$ cat src/rtl/cnt_pkg.sv
// Shared types and constants for the parametrised up/down counter.
// Imported by the counter top level and its next-value sub-module.
package cnt_pkg;

    typedef enum logic {
        CNT_WRAP = 1'b0,
        CNT_SAT  = 1'b1
    } cnt_mode_e;

    localparam logic CNT_DIR_UP = 1'b1;
    localparam logic CNT_DIR_DN = 1'b0;

endpackage

$ cat src/rtl/updn_next_val.sv
// Combinational successor of the count for one enabled step in the registered
// direction; flags a boundary event when the step leaves 0..MAX_VAL.
module updn_next_val
    import cnt_pkg::*;
#(
    parameter int               WIDTH   = 4,
    parameter logic [WIDTH-1:0] MAX_VAL = '1,
    parameter cnt_mode_e        MODE    = CNT_WRAP
) (
    input  logic [WIDTH-1:0] count,
    input  logic             dir_q,
    output logic [WIDTH-1:0] next_count,
    output logic             boundary
);

    localparam logic [WIDTH:0] ONE_EXT = {{WIDTH{1'b0}}, 1'b1};
    localparam logic [WIDTH:0] MAX_EXT = {1'b0, MAX_VAL};

    logic [WIDTH:0] count_ext;
    logic [WIDTH:0] inc_ext;
    logic [WIDTH:0] dec_ext;

    // One extra bit so overflow past MAX_VAL and borrow below 0 are visible
    // without leaning on the natural 2**WIDTH rollover.
    assign count_ext = {1'b0, count};
    assign inc_ext   = count_ext + ONE_EXT;
    assign dec_ext   = count_ext - ONE_EXT;

    // NOTE: every output gets a default before the case, so no path leaves
    // it unassigned and no latch is inferred.
    always_comb begin
        next_count = count;
        boundary   = 1'b0;
        case (dir_q)
            CNT_DIR_UP: begin
                if (inc_ext > MAX_EXT) begin
                    boundary   = 1'b1;
                    next_count = (MODE == CNT_WRAP) ? '0 : MAX_VAL;
                end else begin
                    next_count = inc_ext[WIDTH-1:0];
                end
            end
            CNT_DIR_DN: begin
                if (dec_ext[WIDTH]) begin
                    boundary   = 1'b1;
                    next_count = (MODE == CNT_WRAP) ? MAX_VAL : '0;
                end else begin
                    next_count = dec_ext[WIDTH-1:0];
                end
            end
        endcase
    end

endmodule

$ cat src/rtl/updn_cnt_mod.sv
// Parametrised up/down counter: programmable modulus, wrap/saturate, clear,
// load, registered direction, terminal-count pulse and sticky overflow.
module updn_cnt_mod
    import cnt_pkg::*;
#(
    parameter int              WIDTH   = 4,
    parameter longint unsigned MAX_VAL = (64'd1 << WIDTH) - 64'd1,
    parameter cnt_mode_e       MODE    = CNT_WRAP,
    parameter longint unsigned RST_VAL = 64'd0
) (
    input  logic             cnt_clk,
    input  logic             cnt_rst,
    input  logic             cnt_en,
    input  logic             cnt_dir,
    input  logic             cnt_clr,
    input  logic             cnt_load,
    input  logic [WIDTH-1:0] cnt_load_val,
    output logic [WIDTH-1:0] count_out,
    output logic             cnt_tc,
    output logic             cnt_ovf
);

    if (WIDTH < 2 || WIDTH > 32) begin : g_bad_width
        $error("updn_cnt_mod: WIDTH must be within 2..32");
    end
    if (MAX_VAL < 64'd1 || MAX_VAL > ((64'd1 << WIDTH) - 64'd1)) begin : g_bad_max
        $error("updn_cnt_mod: MAX_VAL must be within 1..2**WIDTH-1");
    end
    if (RST_VAL > MAX_VAL) begin : g_bad_rst
        $error("updn_cnt_mod: RST_VAL must not exceed MAX_VAL");
    end

    localparam logic [WIDTH-1:0] MAX_W = WIDTH'(MAX_VAL);
    localparam logic [WIDTH-1:0] RST_W = WIDTH'(RST_VAL);

    logic [WIDTH-1:0] count_q, count_d;
    logic             dir_q, dir_d;
    logic             tc_q, tc_d;
    logic             ovf_q, ovf_d;
    logic [WIDTH-1:0] step_val;
    logic             step_boundary;

    updn_next_val #(
        .WIDTH   (WIDTH),
        .MAX_VAL (MAX_W),
        .MODE    (MODE)
    ) u_next_val (
        .count      (count_q),
        .dir_q      (dir_q),
        .next_count (step_val),
        .boundary   (step_boundary)
    );

    // Priority: clear, then load, then an enabled count step, else hold.
    always_comb begin
        count_d = count_q;
        tc_d    = 1'b0;
        ovf_d   = ovf_q;
        dir_d   = cnt_dir;
        if (cnt_clr) begin
            count_d = RST_W;
            ovf_d   = 1'b0;
        end else if (cnt_load) begin
            count_d = (cnt_load_val > MAX_W) ? MAX_W : cnt_load_val;
        end else if (cnt_en) begin
            count_d = step_val;
            if (step_boundary) begin
                tc_d  = 1'b1;
                ovf_d = 1'b1;
            end
        end
    end

    // NOTE: state registers use non-blocking assignments so every flop
    // samples the pre-edge values, independent of statement order.
    always_ff @(posedge cnt_clk or negedge cnt_rst) begin
        if (!cnt_rst) begin
            count_q <= RST_W;
            dir_q   <= CNT_DIR_UP;
            tc_q    <= 1'b0;
            ovf_q   <= 1'b0;
        end else begin
            count_q <= count_d;
            dir_q   <= dir_d;
            tc_q    <= tc_d;
            ovf_q   <= ovf_d;
        end
    end

    assign count_out = count_q;
    assign cnt_tc    = tc_q;
    assign cnt_ovf   = ovf_q;

endmodule

$ cat config.mk
export PLATFORM = sky130hd
export DESIGN_NAME = updn_cnt_mod
export DESIGN_NICKNAME = d
export VERILOG_FILES = /design/src/rtl/cnt_pkg.sv /design/src/rtl/updn_next_val.sv /design/src/rtl/updn_cnt_mod.sv
export SDC_FILE = /design/constraint.sdc
export NUM_CORES = 1
export LEC_CHECK = 0
export ABC_AREA = 1
export BUFFER_PORTS_ARGS = -buffer_cell sky130_fd_sc_hd__buf_2
export CAP_MARGIN = 10
export CELL_PAD_IN_SITES_DETAIL_PLACEMENT = 0
export CELL_PAD_IN_SITES_GLOBAL_PLACEMENT = 1
export CORE_MARGIN = 3
export CORE_UTILIZATION = 36
export CTS_CLUSTER_SIZE = 40
export DETAILED_ROUTE_END_ITERATION = 8
export PLACE_DENSITY = 0.81
export REMOVE_ABC_BUFFERS = 1
export SLEW_MARGIN = 15
export SYNTH_ARGS = -nofsm -noshare
export SYNTH_HDL_FRONTEND = slang
export SYNTH_HIERARCHICAL = 1
export SYNTH_SLANG_ARGS = --single-unit
$ cat constraint.sdc
create_clock -name cnt_clk -period 4.72 [get_ports cnt_clk]
set_input_delay 1.416 -clock cnt_clk [delete_from_list [all_inputs] [get_ports cnt_clk]]
set_output_delay 1.416 -clock cnt_clk [all_outputs]
set_load 0.005 [all_outputs]
==> results by group, run 1 <==
Outcome
  – Status: finished, final reports clean

Power
  – VDD IR max: about 0.19 mV
  – Lkg Pwr: 0.3803 nW
  – PwrDens: 254.8 nW/um^2
  – Power, Total: approximately 0.17 mW

Worst setup path
  – Crit path max-delay family: flip-flops
  – Crit path kind: flop to primary output
  – Crit path cell chain: buf_2
  – Startpoint Class: flop
  – Reg2reg start: count_out[0]
  – CP peak stage delay: around 0.46 ns
  – Critical Path AT: slightly below 0.9 ns
  – Max FO, Critical Path: 7
  – Buf/Inv on CP: 1
  – Critical path's slowest cell: dfrtp_1
  – Worst Path Required: 3.30 ns
  – Worst setup EP type: primary output
  – Crit. Startpoint: count_out[2]

Worst hold path
  – Hold Path Class: flop to flop
  – Min-delay src: cnt_ovf

Die
  – Ports: 16
  – Core ar.: approximately 1400 um^2
  – Die X-Extent: between 40 and 50 um
  – Row count: 13
  – Die area: between 2000 and 2500 um^2
  – Starting Density: a little over 40%
  – Die Height: 45.42 um

Place
  – DP Worst Slack: roughly 2.7 ns
  – DP HPWL: approximately 960 um
  – IO Port Bufs: 15
  – Placed Area: about 650 um^2
  – Placed insts: approximately 110
  – Routability cong.: about 0.77

Clocking
  – Resized Gates After CTS: 0
  – CTS Sinks: 7
  – Hold-fix buffers, CTS: 0
  – Num CTS Buffers: 3
  – Worst skew pair latency: about 0.25 ns
  – Clock buffer depth: 2
  – Post-CTS Setup Inserts: 0
  – H-tree levels: 1
  – Reg clk slew, reported paths: ~0.05 ns
  – CTS Root Cell: clkbuf_4
  – CTS tree: built

Layout
  – Antenna cells: 0
  – Finished Cell Area: between 600 and 700 um^2
  – Fin cells: about 120
  – Final #Nets: roughly 120
  – Fill cells: between 100 and 150
  – Layout cells sized above 1: between 20% and 30%
  – Area grow syn2layout: 20.13%

Global route
  – Gr ovfl total: 0
  – Vias in the first global route: between 400 and 500
  – Pin count of the biggest net entering global routing: 10
  – First-pass GRT wire length: around 2000 um
  – Initial antenna violation count: 0
  – Total Routing Usage GR: between 10% and 20%

Detailed routing
  – Via count: between 500 and 600
  – Average detailed-routed wire length per instance: between 10 and 15 um
  – Routed WL: roughly 1200 um
  – Drc violations: 0
  – Pre-antenna DRT Iters: 4
  – Vias per cell: roughly 4.8
  – DRT antenna net count: 0
  – Initial drt markers: 5

Timing
  – Tightest Pin Transition: around 0.23 ns
  – Final setup violation count: 0
  – Fmax: 437.8 MHz
  – Setup slack after layout: roughly 2.4 ns
  – Final cycle utilization of the critical path: ~48%
  – Final hold violations: 0
  – Post-route setup TNS: 0 ns
  – Unrepaired setup endpoints after global routing: no
  – Fin crit period: about 2.3 ns
  – Worst relative slew slack: a little over four fifths
  – Max-slew violation count: 0
  – Skew final: approximately 0.0011 ns

Logic synthesis
  – Synthesized area: ~560 um^2
  – Mapped Cells: between 80 and 90
  – Seq/Total Area, Yosys: between 30% and 40%
  – Syn Area/Cell: a little under 7 um^2
  – Synth unique cells: 19
  – Yosys warnings: 6
  – Seq cells post-synth: 7

Job
  – Max_cap viols: 0
worst reg2reg max path, stage by stage, from the launching register on:
cell and delay (ns):
dfrtp_1 0.44, inv_1 0.14, ha_1 0.34, nand3_1 0.10, nor2_2 0.13, nand2_2 0.07, nand2_4 0.09, a21oi_1 0.07
nand2_1 0.07, nand2_1 0.04, nand2_1 0.07, nand2_1 0.05
cell usage after synthesis:
cell type | number | area share, %
nand2_1 | 32 | 21
inv_1 | 8 | 5.4
dfrtp_1 | 6 | 27
nand2_2 | 5 | 5.6
nand3_1 | 5 | 4.5
nand4_1 | 5 | 5.6
nor2_1 | 4 | 2.7
a21oi_1 | 3 | 2.7
ha_1 | 3 | 6.7
inv_2 | 2 | 1.3
o21ai_0 | 2 | 1.8
buf_4 | 1 | 1.3
dfstp_2 | 1 | 4.7
nand2_4 | 1 | 2.0
nor2_2 | 1 | 1.1
o211ai_1 | 1 | 1.3
o21a_1 | 1 | 1.3
o21ai_2 | 1 | 1.6
o21bai_2 | 1 | 2.0
stage by stage:
stage          hold slack [ns]  util, %
5_1_grt                 0.5476    48.60
3_3_place_gp            0.4801    46.70
2_1_floorplan           0.4763        -
4_1_cts                 0.4919    48.60
3_5_place_dp            0.4775    46.70
6_report                0.4911    48.60
cell type report:
class	count	area, um^2	area share [%]
multi-input cells	65	337.8	50.28
flip-flops and latches	7	176.4	26.26
repair buffers	15	75.07	11.17
inverters	10	37.54	5.587
clock buffers	4	26.28	3.911
well taps	15	18.77	2.793
flip-flops by register name (all words and copies together) (netlist names):
| register | flops |
|---|---|
| count_out | 4 |
| cnt_tc | 1 |
| cnt_ovf | 1 |
| dir_q | 1 |
logic make-up (layout without fill, tap and decap cells):
logic type	Yosys count	in the layout	synth area share, %
AOI/OAI and AO/OA	9	9	10.74
adders and majority gates	3	3	6.712
buffers and inverters	11	29	8.055
DFF	7	7	31.54
and+or+nand+nor	53	53	42.95
cells in the final DEF, fill, tap and decap left out, types with 4 or more instances in the layout:
cell type and instances:
nand2_1 32, buf_2 15, inv_1 8, dfrtp_1 6, nand4_1 5, nand3_1 5, nand2_2 5, nor2_1 4
routing by layer:
layer	vias to the layer above	GRT usage, %	share of wire, %	wire length (um)
met3	2	3.557	4.1	49
li1	301	-	-	-
met2	12	20.06	46	542
met5	-	0	0	0
met1	241	18.00	49	577
met4	0	7.018	1.0	12
final timing paths:
check | to | slack [ns] | cells after the start
worst max register to register | count_out[2] | 2.99 | 11
worst max-delay path | count_out[2] | 2.44 | 1
worst min-delay path | cnt_ovf | 0.49 | 2
worst min register to register | cnt_ovf | 0.49 | 2
min in group asynchronous | cnt_tc | 0.98 | 1
max in group asynchronous | dir_q | 3.51 | 1
power by group:
group / internal (mW) / total, mW / switching [mW] / leakage, nW
Sequential: 0.0643 / 0.0707 / 0.00633 / 0.0908
Clock: 0.0323 / 0.0547 / 0.0224 / 0.0150
Combinational: 0.0190 / 0.0458 / 0.0268 / 0.274
Total: 0.116 / 0.171 / 0.0555 / 0.380
No activity file was read; power rests on OpenSTA's default activity.
==> run 2: changes to the inputs <==
--- a/config.mk
+++ b/config.mk
@@ -11,10 +11,10 @@
 export CELL_PAD_IN_SITES_DETAIL_PLACEMENT = 0
 export CELL_PAD_IN_SITES_GLOBAL_PLACEMENT = 1
 export CORE_MARGIN = 3
-export CORE_UTILIZATION = 36
+export CORE_UTILIZATION = 30
 export CTS_CLUSTER_SIZE = 40
 export DETAILED_ROUTE_END_ITERATION = 8
-export PLACE_DENSITY = 0.81
+export PLACE_DENSITY = 0.72
 export REMOVE_ABC_BUFFERS = 1
 export SLEW_MARGIN = 15
 export SYNTH_ARGS = -nofsm -noshare
==> constraint.sdc (replaced) <==
create_clock -name cnt_clk -period 1.9 [get_ports cnt_clk]
set_input_delay 0.57 -clock cnt_clk [delete_from_list [all_inputs] [get_ports cnt_clk]]
set_output_delay 0.57 -clock cnt_clk [all_outputs]
set_load 0.005 [all_outputs]
==> run 2 against run 1 <==
Utilization decreased by 6.1 points. Flip-flop and latch count unchanged. Clock power increased by 140%. Largest power group unchanged. Largest cell class unchanged. Critical path depth is 9 higher. Hold slack worse by 0.35 ns. Die area up 17%. Final area is 3.0% higher. Via count grew 0.72%. Worst setup slack lost 2.2 ns. First-iteration DRC count rose by 40%. Routed wire length rose by 7.6%. Count of clock-buffer cells in the layout shrank 1. Critical path type is now flop to flop.
==> results by group, run 2 (same netlist as run 1, synthesis figures left out) <==
Clocking
  – CTS Sinks: 7 (unchanged)
  – Num CTS Buffers: 3 (unchanged)
  – Resized Gates After CTS: 0 (unchanged)
  – CTS tree: built (unchanged)
  – Clock buffer depth: 2 (unchanged)
  – Reg clk slew, reported paths: 0.06 ns (was 0.05 ns)
  – Post-CTS Setup Inserts: 0 (unchanged)
  – H-tree levels: 1 (unchanged)
  – CTS Root Cell: clkbuf_4 (unchanged)
  – Worst skew pair latency: 0.25 ns (about the same)
  – Hold-fix buffers, CTS: 0 (unchanged)

Timing
  – Max-slew violation count: 0 (unchanged)
  – Final setup violation count: 0 (unchanged)
  – Unrepaired setup endpoints after global routing: no (unchanged)
  – Tightest Pin Transition: 0.2254 ns (was 0.2288 ns)
  – Fin crit period: around 1.6 ns
  – Final cycle utilization of the critical path: a little under nine tenths
  – Fmax: a little over 600 MHz
  – Skew final: 0.003283 ns (was 0.001104 ns)
  – Final hold violations: 0 (unchanged)
  – Worst relative slew slack: 84.98% (was 84.74%)
  – Post-route setup TNS: 0 ns (unchanged)

Global route
  – Vias in the first global route: 541 (was 486)
  – Total Routing Usage GR: 11.87% (was 13.59%)
  – Pin count of the biggest net entering global routing: 10 (unchanged)
  – Gr ovfl total: 0 (unchanged)
  – Initial antenna violation count: 0 (unchanged)
  – First-pass GRT wire length: 2263 um (was 2028 um)

Layout
  – Antenna cells: 0 (unchanged)
  – Util after Layout: 42.47% (was 48.60%)
  – Fin cells: 126 (was 116)
  – Final #Nets: 116 (was 115)
  – Layout cells sized above 1: 31.37% (was 29.70%)
  – Area grow syn2layout: 23.71% (was 20.13%)
  – Most common cell after layout, fill and taps aside: nand2_1 (unchanged)
  – Finished Cell Area: 691.9 um^2 (was 671.9 um^2)
  – Max FFs per register: 4 (unchanged)
  – Most frequent cells in the layout: 32 x nand2_1, 15 x buf_2, 8 x inv_1 (unchanged)

Place
  – Routability cong.: 0.7585 (was 0.7700)
  – DP HPWL: 1050 um (was 956.3 um)
  – Placed Area: 664.4 um^2 (was 645.6 um^2)
  – IO Port Bufs: 15 (unchanged)
  – Placed insts: 122 (was 112)

Worst setup path
  – Worst Path Required: 2.07 ns (was 3.30 ns)
  – Startpoint Class: flop (unchanged)
  – Crit path kind: flop to flop (was flop to primary output)
  – Critical Path AT: 1.81 ns (was 0.87 ns)
  – Max FO, Critical Path: 7 (unchanged)
  – CP peak stage delay: 0.45 ns (was 0.46 ns)
  – Worst setup EP type: flop (was primary output)
  – Crit path cell chain: inv_1 -> ha_1 -> nand3_1 -> nor2_2 -> nand2_2 -> nand2_4 -> nand2_2 -> nand2_2 -> nand2_1 -> o21ai_0 (was buf_2)
  – Crit path top cell by count: nand2_2
  – Critical path's slowest cell: dfrtp_1 (unchanged)
  – Worst r2r path cells: 10 (was 11)

Detailed routing
  – Initial drt markers: 7 (was 5)
  – Drc violations: 0 (unchanged)
  – Via count: 560 (was 556)
  – Average detailed-routed wire length per instance: 10.10 um (was 10.19 um)
  – Vias per cell: 4.444 (was 4.793)
  – Pre-antenna DRT Iters: 4 (unchanged)
  – DRT antenna net count: 0 (unchanged)
  – Routed WL: 1272 um (was 1182 um)

Die
  – Die X-Extent: 49.18 um (was 45.42 um)
  – Core ar.: 1629 um^2 (was 1383 um^2)
  – Die Height: 49.18 um (was 45.42 um)
  – Starting Density: 34.33% (was 40.45%)
  – Die area: 2418 um^2 (was 2063 um^2)
  – Ports: 16 (unchanged)
  – Row count: 14 (was 13)

Power
  – PwrDens: 614.8 nW/um^2 (was 254.8 nW/um^2)
  – Lkg Pwr: 0.3882 nW (was 0.3803 nW)
  – Power, Total: 0.4254 mW (was 0.1712 mW)
  – VDD IR max: 0.5056 mV (was 0.1857 mV)

Job
  – Max_cap viols: 0 (unchanged)

Worst hold path
  – Hold Path Class: primary input to asynchronous set/reset pin (was flop to flop)

Outcome
  – Status: finished, final reports clean (unchanged)
-- run 2: worst paths after layout --
| check | from | to | slack [ns] |
|---|---|---|---|
| max | count_out[1] | cnt_ovf | 0.26 |
| min | cnt_rst | cnt_ovf | 0.14 |
| max reg2reg | count_out[1] | cnt_ovf | 0.26 |
| min reg2reg | cnt_ovf | cnt_ovf | 0.50 |
| max in group asynchronous | cnt_rst | dir_q | 1.54 |
| min in group cnt_clk | cnt_dir | dir_q | 0.42 |
-- run 2: through the flow --
stage / setup slack (ns) / hold slack, ns
after floorplan: 0.3644 / 0.2744
final: 0.2642 / 0.1393
after global routing: 0.06897 / 0.1264
after global placement: 0.2888 / 0.4038
after detailed placement: 0.2479 / 0.4064
after CTS: 0.2363 / 0.1339
-- run 2: final cells by class --
type | count | area, um^2
Multi-Input combinational cell | 65 | 337.8
Timing Repair Buffer | 16 | 82.58
Clock buffer | 3 | 22.52
Clock inverter | 1 | 5.005
Tap cell | 24 | 30.03
Fill cell | 193 | 937.1
Sequential cell | 7 | 176.4
Inverter | 10 | 37.54
-- run 2: per-layer routing --
layer	global-route usage, %	part of all wire, %	vias to the layer above
li1	-	-	306
met1	14.66	47	239
met2	19.42	46	15
met3	3.364	7.2	0
met4	4.265	0	0
met5	0	0	-
-- run 2: power by group --
part / total [mW] / internal [mW] / switching (mW)
registers: 0.174 / 0.160 / 0.0138
clock network: 0.132 / 0.0768 / 0.0552
logic: 0.120 / 0.0494 / 0.0703
-- run 2: critical path: cells and delay by family, from the launching register on --
kind	cells	cell delay [ns]
AOI/OAI and AO/OA	1	0.15
adders and majority gates	1	0.32
buffers and inverters	1	0.08
DFF	1	0.45
and+or+nand+nor	7	0.56
